**src/rtl/health_pkg.sv**
```systemverilog
// Shared types and saturating arithmetic for the health tracker.
// Contents: hb_state_t channel FSM encoding; sat_sub / sat_add helpers
// evaluated on a widened word so no WIDTH (<= 32) value can wrap.
package health_pkg;

  // Per-channel contact-detection states.
  typedef enum logic [1:0] {
    WAITING = 2'd0,
    HIT     = 2'd1,
    BLOCK   = 2'd2,
    IDLE    = 2'd3
  } hb_state_t;

  // Arithmetic word: one bit wider than the largest supported WIDTH (32),
  // so both the sum and the difference of two WIDTH-bit operands fit.
  localparam int unsigned ARITH_W = 33;
  typedef logic [ARITH_W-1:0] arith_t;

  // Damage: clamps at zero instead of wrapping.
  function automatic arith_t sat_sub(input arith_t value, input arith_t dmg);
    return (value > dmg) ? (value - dmg) : '0;
  endfunction

  // Heal: clamps at the configured ceiling.
  function automatic arith_t sat_add(input arith_t value, input arith_t amt,
                                     input arith_t limit);
    arith_t sum;
    sum = value + amt;
    return (sum > limit) ? limit : sum;
  endfunction

endpackage

```
**src/rtl/health_channel.sv**
```systemverilog
// One player's health channel: contact FSM, health register, sticky KO flop.
// Ports: clk_i/rst_ni, round_start_i reload, hit_i/block_i/heal_i inputs,
//        health_o/ko_o registered outputs, ko_next_o next-state KO for the top-level OR.
module health_channel
  import health_pkg::*;
#(
  parameter int unsigned WIDTH      = 8,
  parameter int unsigned MAX_HEALTH = 250,
  parameter int unsigned HIT_DMG    = 10,
  parameter int unsigned BLOCK_DMG  = 4,
  parameter int unsigned HEAL_AMT   = 5
) (
  input  logic             clk_i,
  input  logic             rst_ni,
  input  logic             round_start_i,
  input  logic             hit_i,
  input  logic             block_i,
  input  logic             heal_i,
  output logic [WIDTH-1:0] health_o,
  output logic             ko_o,
  output logic             ko_next_o
);

  localparam logic [WIDTH-1:0] FULL = WIDTH'(MAX_HEALTH);

  hb_state_t        state_q, state_d;
  logic [WIDTH-1:0] health_q, health_d;
  logic             ko_q, ko_d;

  logic   dmg_apply;
  arith_t dmg_amt;
  arith_t dmg_res;
  arith_t heal_res;

  always_comb begin
    dmg_amt = (state_q == HIT) ? arith_t'(HIT_DMG) : arith_t'(BLOCK_DMG);
    dmg_res = sat_sub(arith_t'(health_q), dmg_amt);
    heal_res = sat_add(arith_t'(health_q), arith_t'(HEAL_AMT), arith_t'(MAX_HEALTH));
  end

  always_comb begin
    state_d   = state_q;
    health_d  = health_q;
    ko_d      = ko_q;
    dmg_apply = 1'b0;

    if (ko_q) begin
      // A knocked-out player is frozen until the next round.
      state_d = IDLE;
    end else begin
      unique case (state_q)
        WAITING: begin
          if (hit_i) begin
            state_d = HIT;
          end else if (block_i) begin
            state_d = BLOCK;
          end
        end
        HIT, BLOCK: begin
          state_d   = IDLE;
          dmg_apply = 1'b1;
          health_d  = dmg_res[WIDTH-1:0];
        end
        IDLE: begin
          // Re-arm only once the contact has ended.
          if (!hit_i && !block_i) begin
            state_d = WAITING;
          end
        end
        default: state_d = WAITING;
      endcase

      // Damage wins: a heal landing on the damage edge is dropped.
      if (heal_i && !dmg_apply) begin
        health_d = heal_res[WIDTH-1:0];
      end

      if (health_d == '0) begin
        ko_d = 1'b1;
      end
    end
  end

  always_ff @(posedge clk_i) begin
    if (!rst_ni || round_start_i) begin
      state_q  <= WAITING;
      health_q <= FULL;
      ko_q     <= 1'b0;
    end else begin
      state_q  <= state_d;
      health_q <= health_d;
      ko_q     <= ko_d;
    end
  end

  assign health_o  = health_q;
  assign ko_o      = ko_q;
  assign ko_next_o = ko_d;

endmodule

```
**src/rtl/health_tracker.sv**
```systemverilog
// Multi-player health tracker: one health_channel per player plus a registered any_ko.
// Ports: Clk, Reset_n (sync, active-low), round_start reload, hit/block/heal per player,
//        health (flattened, player i at [i*WIDTH +: WIDTH]), ko per player, any_ko.
module health_tracker
  import health_pkg::*;
#(
  parameter int unsigned NUM_PLAYERS = 2,
  parameter int unsigned WIDTH       = 8,
  parameter int unsigned MAX_HEALTH  = 250,
  parameter int unsigned HIT_DMG     = 10,
  parameter int unsigned BLOCK_DMG   = 4,
  parameter int unsigned HEAL_AMT    = 5
) (
  input  logic                         Clk,
  input  logic                         Reset_n,
  input  logic                         round_start,
  input  logic [NUM_PLAYERS-1:0]       hit,
  input  logic [NUM_PLAYERS-1:0]       block,
  input  logic [NUM_PLAYERS-1:0]       heal,
  output logic [NUM_PLAYERS*WIDTH-1:0] health,
  output logic [NUM_PLAYERS-1:0]       ko,
  output logic                         any_ko
);

  logic [NUM_PLAYERS-1:0] ko_next;
  logic                   any_ko_q, any_ko_d;

  for (genvar i = 0; i < NUM_PLAYERS; i++) begin : g_chan
    health_channel #(
      .WIDTH      (WIDTH),
      .MAX_HEALTH (MAX_HEALTH),
      .HIT_DMG    (HIT_DMG),
      .BLOCK_DMG  (BLOCK_DMG),
      .HEAL_AMT   (HEAL_AMT)
    ) u_chan (
      .clk_i         (Clk),
      .rst_ni        (Reset_n),
      .round_start_i (round_start),
      .hit_i         (hit[i]),
      .block_i       (block[i]),
      .heal_i        (heal[i]),
      .health_o      (health[i*WIDTH +: WIDTH]),
      .ko_o          (ko[i]),
      .ko_next_o     (ko_next[i])
    );
  end

  // OR the next-state KO bits so any_ko is a flop aligned with ko.
  always_comb begin
    any_ko_d = |ko_next;
  end

  always_ff @(posedge Clk) begin
    if (!Reset_n || round_start) begin
      any_ko_q <= 1'b0;
    end else begin
      any_ko_q <= any_ko_d;
    end
  end

  assign any_ko = any_ko_q;

endmodule

```
**config.mk**
```make
export PLATFORM = sky130hd
export DESIGN_NAME = health_tracker
export DESIGN_NICKNAME = d
export VERILOG_FILES = /design/src/rtl/health_pkg.sv /design/src/rtl/health_channel.sv /design/src/rtl/health_tracker.sv
export SDC_FILE = /design/constraint.sdc
export NUM_CORES = 1
export LEC_CHECK = 0
export CAP_MARGIN = 20
export CORE_ASPECT_RATIO = 0.9
export CORE_MARGIN = 2
export CORE_UTILIZATION = 50
export CTS_CLUSTER_SIZE = 28
export DETAILED_ROUTE_END_ITERATION = 8
export DONT_BUFFER_PORTS = 1
export PLACE_DENSITY = 0.63
export SETUP_SLACK_MARGIN = 0.15
export SYNTH_ARGS = -nofsm -noshare
export SYNTH_HDL_FRONTEND = slang
export SYNTH_SLANG_ARGS = --single-unit
export TNS_END_PERCENT = 10
```
**constraint.sdc**
```tcl
create_clock -name Clk -period 4.72 [get_ports Clk]
set_clock_uncertainty 0.2 [all_clocks]
set_input_delay 1.416 -clock Clk [delete_from_list [all_inputs] [get_ports Clk]]
set_output_delay 1.416 -clock Clk [all_outputs]
set_load 0.01 [all_outputs]
```
==> flow_metrics.env, run 1 <==
export IMPL_clk_latency_ns=0.26
export IMPL_drt_total_wl_um=5400
export IMPL_area_delta_synth_final_pct=2.06
export IMPL_max_freq_mhz=307
export IMPL_grt_ovfl_total=0
export IMPL_grt_max_degree=21
export IMPL_setup_tns_ns=0
export IMPL_reg2reg_to="any_ko$_SDFF_PP0_"
export IMPL_crit_start="g_chan[0].u_chan.state_q[1]$_SDFFE_PP0P_"
export IMPL_grt_pass1_wl_um=8870
export IMPL_multi_input_area_mm2=0.00163
export IMPL_rsz0062_at_grt="no"
export IMPL_seq_area_um2=460
export IMPL_synth_seq_area_share_pct=20.5
export IMPL_whs_endpoint="g_chan[0].u_chan.state_q[0]$_SDFFE_PP0P_"
export IMPL_combPwrFrac_pct=34.4
export IMPL_synthMuxAreaShare_pct=2.29
export IMPL_vias=2117
export IMPL_yosys_most_used_dff="dfxtp_1"
export IMPL_synth_top_family_by_area="compound AO/OA/AOI/OAI gates"
export IMPL_slew_viol_final=0
export IMPL_synth_cell_types=63
export IMPL_postCtsHoldBufs=0
export IMPL_htreeDepth=1
export IMPL_pwr_share_clk_pct=22.9
export IMPL_die_w_um=74.6
export IMPL_clk_path_buf_depth=2
export IMPL_hp_start="g_chan[0].u_chan.state_q[0]$_SDFFE_PP0P_"
export IMPL_cts_resized=0
export IMPL_ant_nets=0
export IMPL_seqPwrFrac_pct=42.7
export IMPL_grt_usage_pct=22.4
export IMPL_place_ws_ns=1.55
export IMPL_placed_area_mm2=0.00224
export IMPL_worstPathArrival_ns=3.26
export IMPL_setup_ws_ns=1.46
export IMPL_ioPinCount=28
export IMPL_powerDensity_mw_per_mm2=232
export IMPL_synth_adder_area_share_pct=11.8
export IMPL_cts_root_buffer="clkbuf_8"
export IMPL_p_int_uw=340
export IMPL_hp_class="flip-flop to flip-flop"
export IMPL_initial_core_util_pct=51.3
export IMPL_synthCells=299
export IMPL_r2r_setup_slack_ns=1.46
export IMPL_end_kind="flip-flop"
export IMPL_hold_violations=0
export IMPL_irDropWorstVdd_uv=152
export IMPL_synth_net_count=328
export IMPL_final_min_clock_period_ns=3.26
export IMPL_layout_commonest_cell="nand2_1"
export IMPL_critPathKind="flip-flop to flip-flop"
export IMPL_fp_row_count=23
export IMPL_synth_compound_area_share_pct=30.8
export IMPL_place_gp_congestion=0.898
export IMPL_layout_common_cells="nand2_1, nor2_1, dfxtp_1, inv_1"
export IMPL_worstPathMaxFanout=5
export IMPL_synth_xor_area_share_pct=2.73
export IMPL_whs_ns=0.302
export IMPL_portBuffers=0
export IMPL_drtPass1Iterations=5
export IMPL_clkSinkCount=23
export IMPL_final_util_pct=52.3
export IMPL_synth_edff_count=0
export IMPL_cts_setup_buffers=0
export IMPL_viasPerCell=6.08
export IMPL_syn_area_per_cell_um2=7.50
export IMPL_setup_viol=0
export IMPL_sw_frac_of_total_pct=36.0
export IMPL_numCtsBuffers=3
export IMPL_status="completed"
export IMPL_r2r_cells=12
export IMPL_routedWlPerCell_um=15.5
export IMPL_die_area_mm2=0.00504
export IMPL_antennaDiodeCount=0
export IMPL_num_nets_final=316
export IMPL_p_sw_uw=191
export IMPL_yosys_area_share_simple_pct=24.9
export IMPL_synthArstFlopShare_pct=0
export IMPL_whs_path_depth=2
export IMPL_drive_gt1_share_pct=4.90
export IMPL_core_region_area_mm2=0.00437
export IMPL_drc=0
export IMPL_final_area_mm2=0.00229
export IMPL_slew_limit_headroom_pct=41.3
export IMPL_synth_seq_cells=23
export IMPL_antenna_found_initial=0
export IMPL_synth_area_mm2=0.00224
export IMPL_path_clk_slew_ns=0.08
export IMPL_grt_pass1_vias=1825
export IMPL_drv_cap=0
export IMPL_tightest_slew_ns=0.879
export IMPL_period_share_pct=69.0
export IMPL_n_fill_cell=429
export IMPL_worstReg2RegStart="g_chan[0].u_chan.state_q[1]$_SDFFE_PP0P_"
export IMPL_cp_data_required_time_ns=4.72
export IMPL_leakagePower_nw=0.911
export IMPL_start_kind="flip-flop"
export IMPL_yosysWarnings=0
export IMPL_cts_tree="done"
export IMPL_die_height_um=67.5
export IMPL_first_iter_violations=148
export IMPL_hpwl_um=4020
==> per-stage QoR <==
step	total power, mW	cells
after floorplan	0.374	299
after global placement	0.411	344
after detailed placement	0.409	344
after CTS	0.531	348
after global routing	0.567	348
final	0.531	348
==> final cells by class <==
cell class	count	area share, %
Clock buffer	3	1.80
Multi-Input combinational cell	238	71.0
Tap cell	62	3.39
Clock inverter	1	0.219
Inverter	21	3.44
Sequential cell	23	20.1
==> Yosys cell counts, types with 2 or more instances <==
cell type | count | share of area (%)
or3_1 | 4 | 1.1
o21ai_0 | 17 | 3.8
inv_1 | 19 | 3.2
a211oi_1 | 6 | 2.0
a211o_1 | 4 | 1.6
a21oi_1 | 18 | 4.0
a2bb2oi_1 | 2 | 0.78
and2_1 | 2 | 0.56
nand4_1 | 5 | 1.4
clkbuf_1 | 9 | 1.5
nor3_1 | 5 | 1.1
a32o_1 | 2 | 0.89
o31ai_1 | 3 | 1.0
a221oi_1 | 2 | 0.78
nor2_1 | 23 | 3.8
and3b_1 | 2 | 0.78
xor2_1 | 4 | 1.6
nand2b_1 | 4 | 1.1
ha_1 | 18 | 10
nand3_1 | 8 | 1.8
o21a_1 | 4 | 1.3
a31oi_1 | 5 | 1.4
buf_2 | 5 | 1.1
a211oi_2 | 2 | 1.1
fa_1 | 2 | 1.8
xnor2_1 | 3 | 1.2
a21o_1 | 7 | 2.3
o32ai_1 | 2 | 0.78
o211a_1 | 2 | 0.89
nand3b_1 | 4 | 1.3
o311ai_0 | 3 | 1.2
nor2b_1 | 11 | 3.1
dfxtp_1 | 23 | 21
o22ai_1 | 2 | 0.56
o211ai_1 | 4 | 1.3
nand2_1 | 31 | 5.2
and4_1 | 2 | 0.78
mux2i_1 | 4 | 1.8
buf_4 | 2 | 0.67
==> layer usage <==
| metal | up-vias | share of wire, % | global-route usage (%) |
|---|---|---|---|
| met2 | 84 | 41 | 32.0 |
| li1 | 1067 | - | - |
| met1 | 964 | 50 | 34.9 |
| met3 | 2 | 8.4 | 5.52 |
| met5 | - | 0 | 0 |
| met4 | 0 | 0.26 | 2.01 |
==> worst max-delay path by stage <==
| stage | slack (ns) | depth (start not counted) | end |
|---|---|---|---|
| final | 1.46 | 12 | any_ko$_SDFF_PP0_ |
| after global routing | 1.28 | 12 | any_ko$_SDFF_PP0_ |
| after detailed placement | 1.55 | 12 | any_ko$_SDFF_PP0_ |
| after floorplan | 1.78 | 6 | g_chan[1].u_chan.health_o[4]$_SDFFE_PP1N_ |
| after global placement | 1.58 | 12 | any_ko$_SDFF_PP0_ |
| after CTS | 1.51 | 12 | any_ko$_SDFF_PP0_ |
==> worst max-delay path, cell delays in order, from the launching register on <==
cell and delay (ns):
dfxtp_1 0.32, inv_1 0.11, ha_1 0.26, ha_1 0.20, inv_1 0.06, fa_1 0.41, a211oi_2 0.36, a41oi_1 0.15
or2_1 0.34, a211oi_1 0.32, and3b_1 0.20, a32o_1 0.17, o21bai_1 0.10
==> state kept, by name, indices dropped and copies added, names as in the netlist <==
register / flops
g_chan.u_chan.ko_o: 2
any_ko: 1
g_chan.u_chan.health_o: 16
g_chan.u_chan.state_q: 4
==> cells by family after synthesis <==
kind of cell | after synthesis
AOI/OAI and AO/OA | 97
and+or+nand+nor | 109
xor gates and xnor gates | 7
adders and majority gates | 20
buffers and inverters | 38
DFF | 23
muxes | 5
==> power by group through the flow <==
stage	clock [mW]	sequential, mW	combinational (mW)
6_report	0.122	0.226	0.182
2_1_floorplan	0	0.220	0.154
3_3_place_gp	0	0.231	0.180
4_1_cts	0.125	0.226	0.180
5_1_grt	0.132	0.229	0.206
3_5_place_dp	0	0.231	0.178
Power figures use the tool's default switching activity.
==> inputs of run 2 (changes only) <==
--- a/config.mk
+++ b/config.mk
@@ -12,7 +12,7 @@
 export CTS_CLUSTER_SIZE = 28
 export DETAILED_ROUTE_END_ITERATION = 8
 export DONT_BUFFER_PORTS = 1
-export PLACE_DENSITY = 0.63
+export PLACE_DENSITY = 0.66
 export SETUP_SLACK_MARGIN = 0.15
 export SYNTH_ARGS = -nofsm -noshare
 export SYNTH_HDL_FRONTEND = slang
==> constraint.sdc (replaced) <==
create_clock -name Clk -period 2.7 [get_ports Clk]
set_clock_uncertainty 0.2 [all_clocks]
set_input_delay 0.81 -clock Clk [delete_from_list [all_inputs] [get_ports Clk]]
set_output_delay 0.81 -clock Clk [all_outputs]
set_load 0.01 [all_outputs]
==> run 2 against run 1 <==
Sequential cell count stayed put; the flow now finishes with violations (negative setup slack); first-iteration DRC count is 120% higher; cell area is 26% higher; clock-buffer cell count is 1 higher; register-to-register slack worse by 1.5 ns; via count is 16% higher; combinational power grew to 2.6 times the previous value; cell count is 16% higher; sequential share of layout area is 4.0 points lower; die area stayed put.
==> flow_metrics.env, run 2 (synthesis gave the netlist of run 1 again) <==
export IMPL_fp_row_count=23
export IMPL_status="finished with violations"
export IMPL_num_nets_final=371
export IMPL_drt_total_wl_um=6820
export IMPL_final_area_mm2=0.00290
export IMPL_setup_ws_ns=-0.0132
export IMPL_cp_data_required_time_ns=2.65
export IMPL_cts_root_buffer="clkbuf_8"
export IMPL_grt_pass1_wl_um=10700
export IMPL_critPathBufInv=4
export IMPL_die_w_um=74.6
export IMPL_tightest_slew_ns=0.521
export IMPL_grt_ovfl_total=0
export IMPL_cts_tree="done"
export IMPL_start_kind="flip-flop"
export IMPL_critPathKind="flip-flop to flip-flop"
export IMPL_setup_viol=1
export IMPL_slew_limit_headroom_pct=65.1
export IMPL_rsz0062_at_grt="yes"
export IMPL_clk_path_buf_depth=2
export IMPL_final_min_clock_period_ns=2.71
export IMPL_critPathTopFamily="compound AO/OA/AOI/OAI gates"
export IMPL_die_height_um=67.5
export IMPL_r2r_setup_slack_ns=-0.01
export IMPL_drv_cap=0
export IMPL_worstPathMaxFanout=4
export IMPL_clk_latency_ns=0.26
export IMPL_hold_violations=0
export IMPL_layout_commonest_cell="buf_4"
export IMPL_postCtsHoldBufs=0
export IMPL_initial_core_util_pct=51.3
export IMPL_grt_max_degree=19
export IMPL_cp_slowest_cell="fa_2"
export IMPL_end_kind="flip-flop"
export IMPL_routedWlPerCell_um=16.9
export IMPL_place_gp_congestion=0.979
export IMPL_hp_class="flip-flop to flip-flop"
export IMPL_vias=2461
export IMPL_n_fill_cell=374
export IMPL_violations="negative setup slack"
export IMPL_numCtsBuffers=3
export IMPL_drive_gt1_share_pct=30.5
export IMPL_layout_common_cells="buf_4, nand2_1, nor2_1, dfxtp_1, a21oi_1"
export IMPL_grt_usage_pct=27.3
export IMPL_slew_viol_final=0
export IMPL_placed_area_mm2=0.00265
export IMPL_htreeDepth=1
export IMPL_core_region_area_mm2=0.00437
export IMPL_first_iter_violations=324
export IMPL_ioPinCount=28
export IMPL_setup_tns_ns=-0.0132
export IMPL_largest_register_ffs=16
export IMPL_drc=0
export IMPL_area_delta_synth_final_pct=29.1
export IMPL_max_freq_mhz=369
export IMPL_path_clk_slew_ns=0.08
export IMPL_portBuffers=0
export IMPL_irDropWorstVdd_uv=271
export IMPL_crit_path_max_incr_delay_ns=0.37
export IMPL_powerDensity_mw_per_mm2=371
export IMPL_grt_pass1_vias=2251
export IMPL_multi_input_area_mm2=0.00181
export IMPL_antennaDiodeCount=0
export IMPL_leakagePower_nw=1.22
export IMPL_viasPerCell=6.11
export IMPL_clkSinkCount=23
export IMPL_die_area_mm2=0.00504
export IMPL_drtPass1Iterations=5
export IMPL_seq_area_um2=465
export IMPL_hpwl_um=5030
export IMPL_period_share_pct=100
export IMPL_path_cells="inv_2 -> ha_4 -> ha_4 -> inv_2 -> fa_2 -> a211oi_4 -> buf_4 -> buf_6 -> a32o_2 -> a221oi_2 -> nand4_1 -> a21oi_2 -> a32o_2 -> o21bai_1"
export IMPL_worstPathArrival_ns=2.67
export IMPL_antenna_found_initial=0
export IMPL_ant_nets=0
[run 2: changes by cell type in the layout (fill, tap and decap cells not counted), sizes merged]
cell	delta
clkinv	-1
clkbuf	+1
buf	+55
[run 2: timing repair]
action / 4_1_cts / 5_1_grt
setup buffers: 7 / 1
pin swaps: 22 / 9
gates resized for setup: 23 / 18
gates cloned: 0 / 0
endpoints found under the setup margin: 9 / 16
[run 2: per-stage QoR]
stage / setup WS (ns) / instances / hold WS [ns] / total power [mW] / utilization [%]
2_1_floorplan: 0.0971 / 299 / 0.266 / 0.665 / -
3_3_place_gp: 0.00907 / 391 / 0.354 / 0.809 / 60.5
3_5_place_dp: -0.0689 / 391 / 0.363 / 0.814 / 60.5
4_1_cts: -0.0520 / 402 / 0.376 / 1.05 / 64.6
5_1_grt: -0.118 / 403 / 0.413 / 1.14 / 66.2
6_report: -0.0132 / 403 / 0.372 / 1.07 / 66.2
[run 2: final timing paths]
path / cells after the start / to / startpoint
hold / removal: 2 / g_chan[1].u_chan.health_o[0]$_SDFFE_PP0N_ / g_chan[1].u_chan.health_o[0]$_SDFFE_PP0N_
setup / recovery: 14 / any_ko$_SDFF_PP0_ / g_chan[0].u_chan.state_q[1]$_SDFFE_PP0P_
hold reg to reg: 2 / g_chan[1].u_chan.health_o[0]$_SDFFE_PP0N_ / g_chan[1].u_chan.health_o[0]$_SDFFE_PP0N_
setup reg to reg: 14 / any_ko$_SDFF_PP0_ / g_chan[0].u_chan.state_q[1]$_SDFFE_PP0P_
[run 2: power breakdown]
group / internal [mW] / switching [mW]
Combinational: 0.228 / 0.252
Sequential: 0.354 / 0.0263
Clock: 0.105 / 0.108
[run 2: layout make-up]
cell class / count / share of cell area, %
multi-input combinational: 238 / 62.4
sequential: 23 / 16.1
timing repair buffer: 55 / 14.5
inverter: 21 / 2.72
tap: 62 / 2.68
clock buffer: 4 / 1.56
[run 2: routing by layer]
metal	GRT usage (%)	routed length [µm]	up-vias	part of all wire (%)
met3	5.52	533	17	7.8
met4	5.58	91	0	1.3
met5	0	0	-	0
met1	39.4	3070	1140	45
met2	42.0	3120	130	46
li1	-	-	1174	-
[run 2: worst register-to-register path: cells and delay by family (launching register included)]
family | cells | cell delay, ns
and+or+nand+nor | 1 | 0.13
adders and majority gates | 3 | 0.67
buffers and inverters | 4 | 0.35
DFF | 1 | 0.33
AOI/OAI and AO/OA | 6 | 0.92
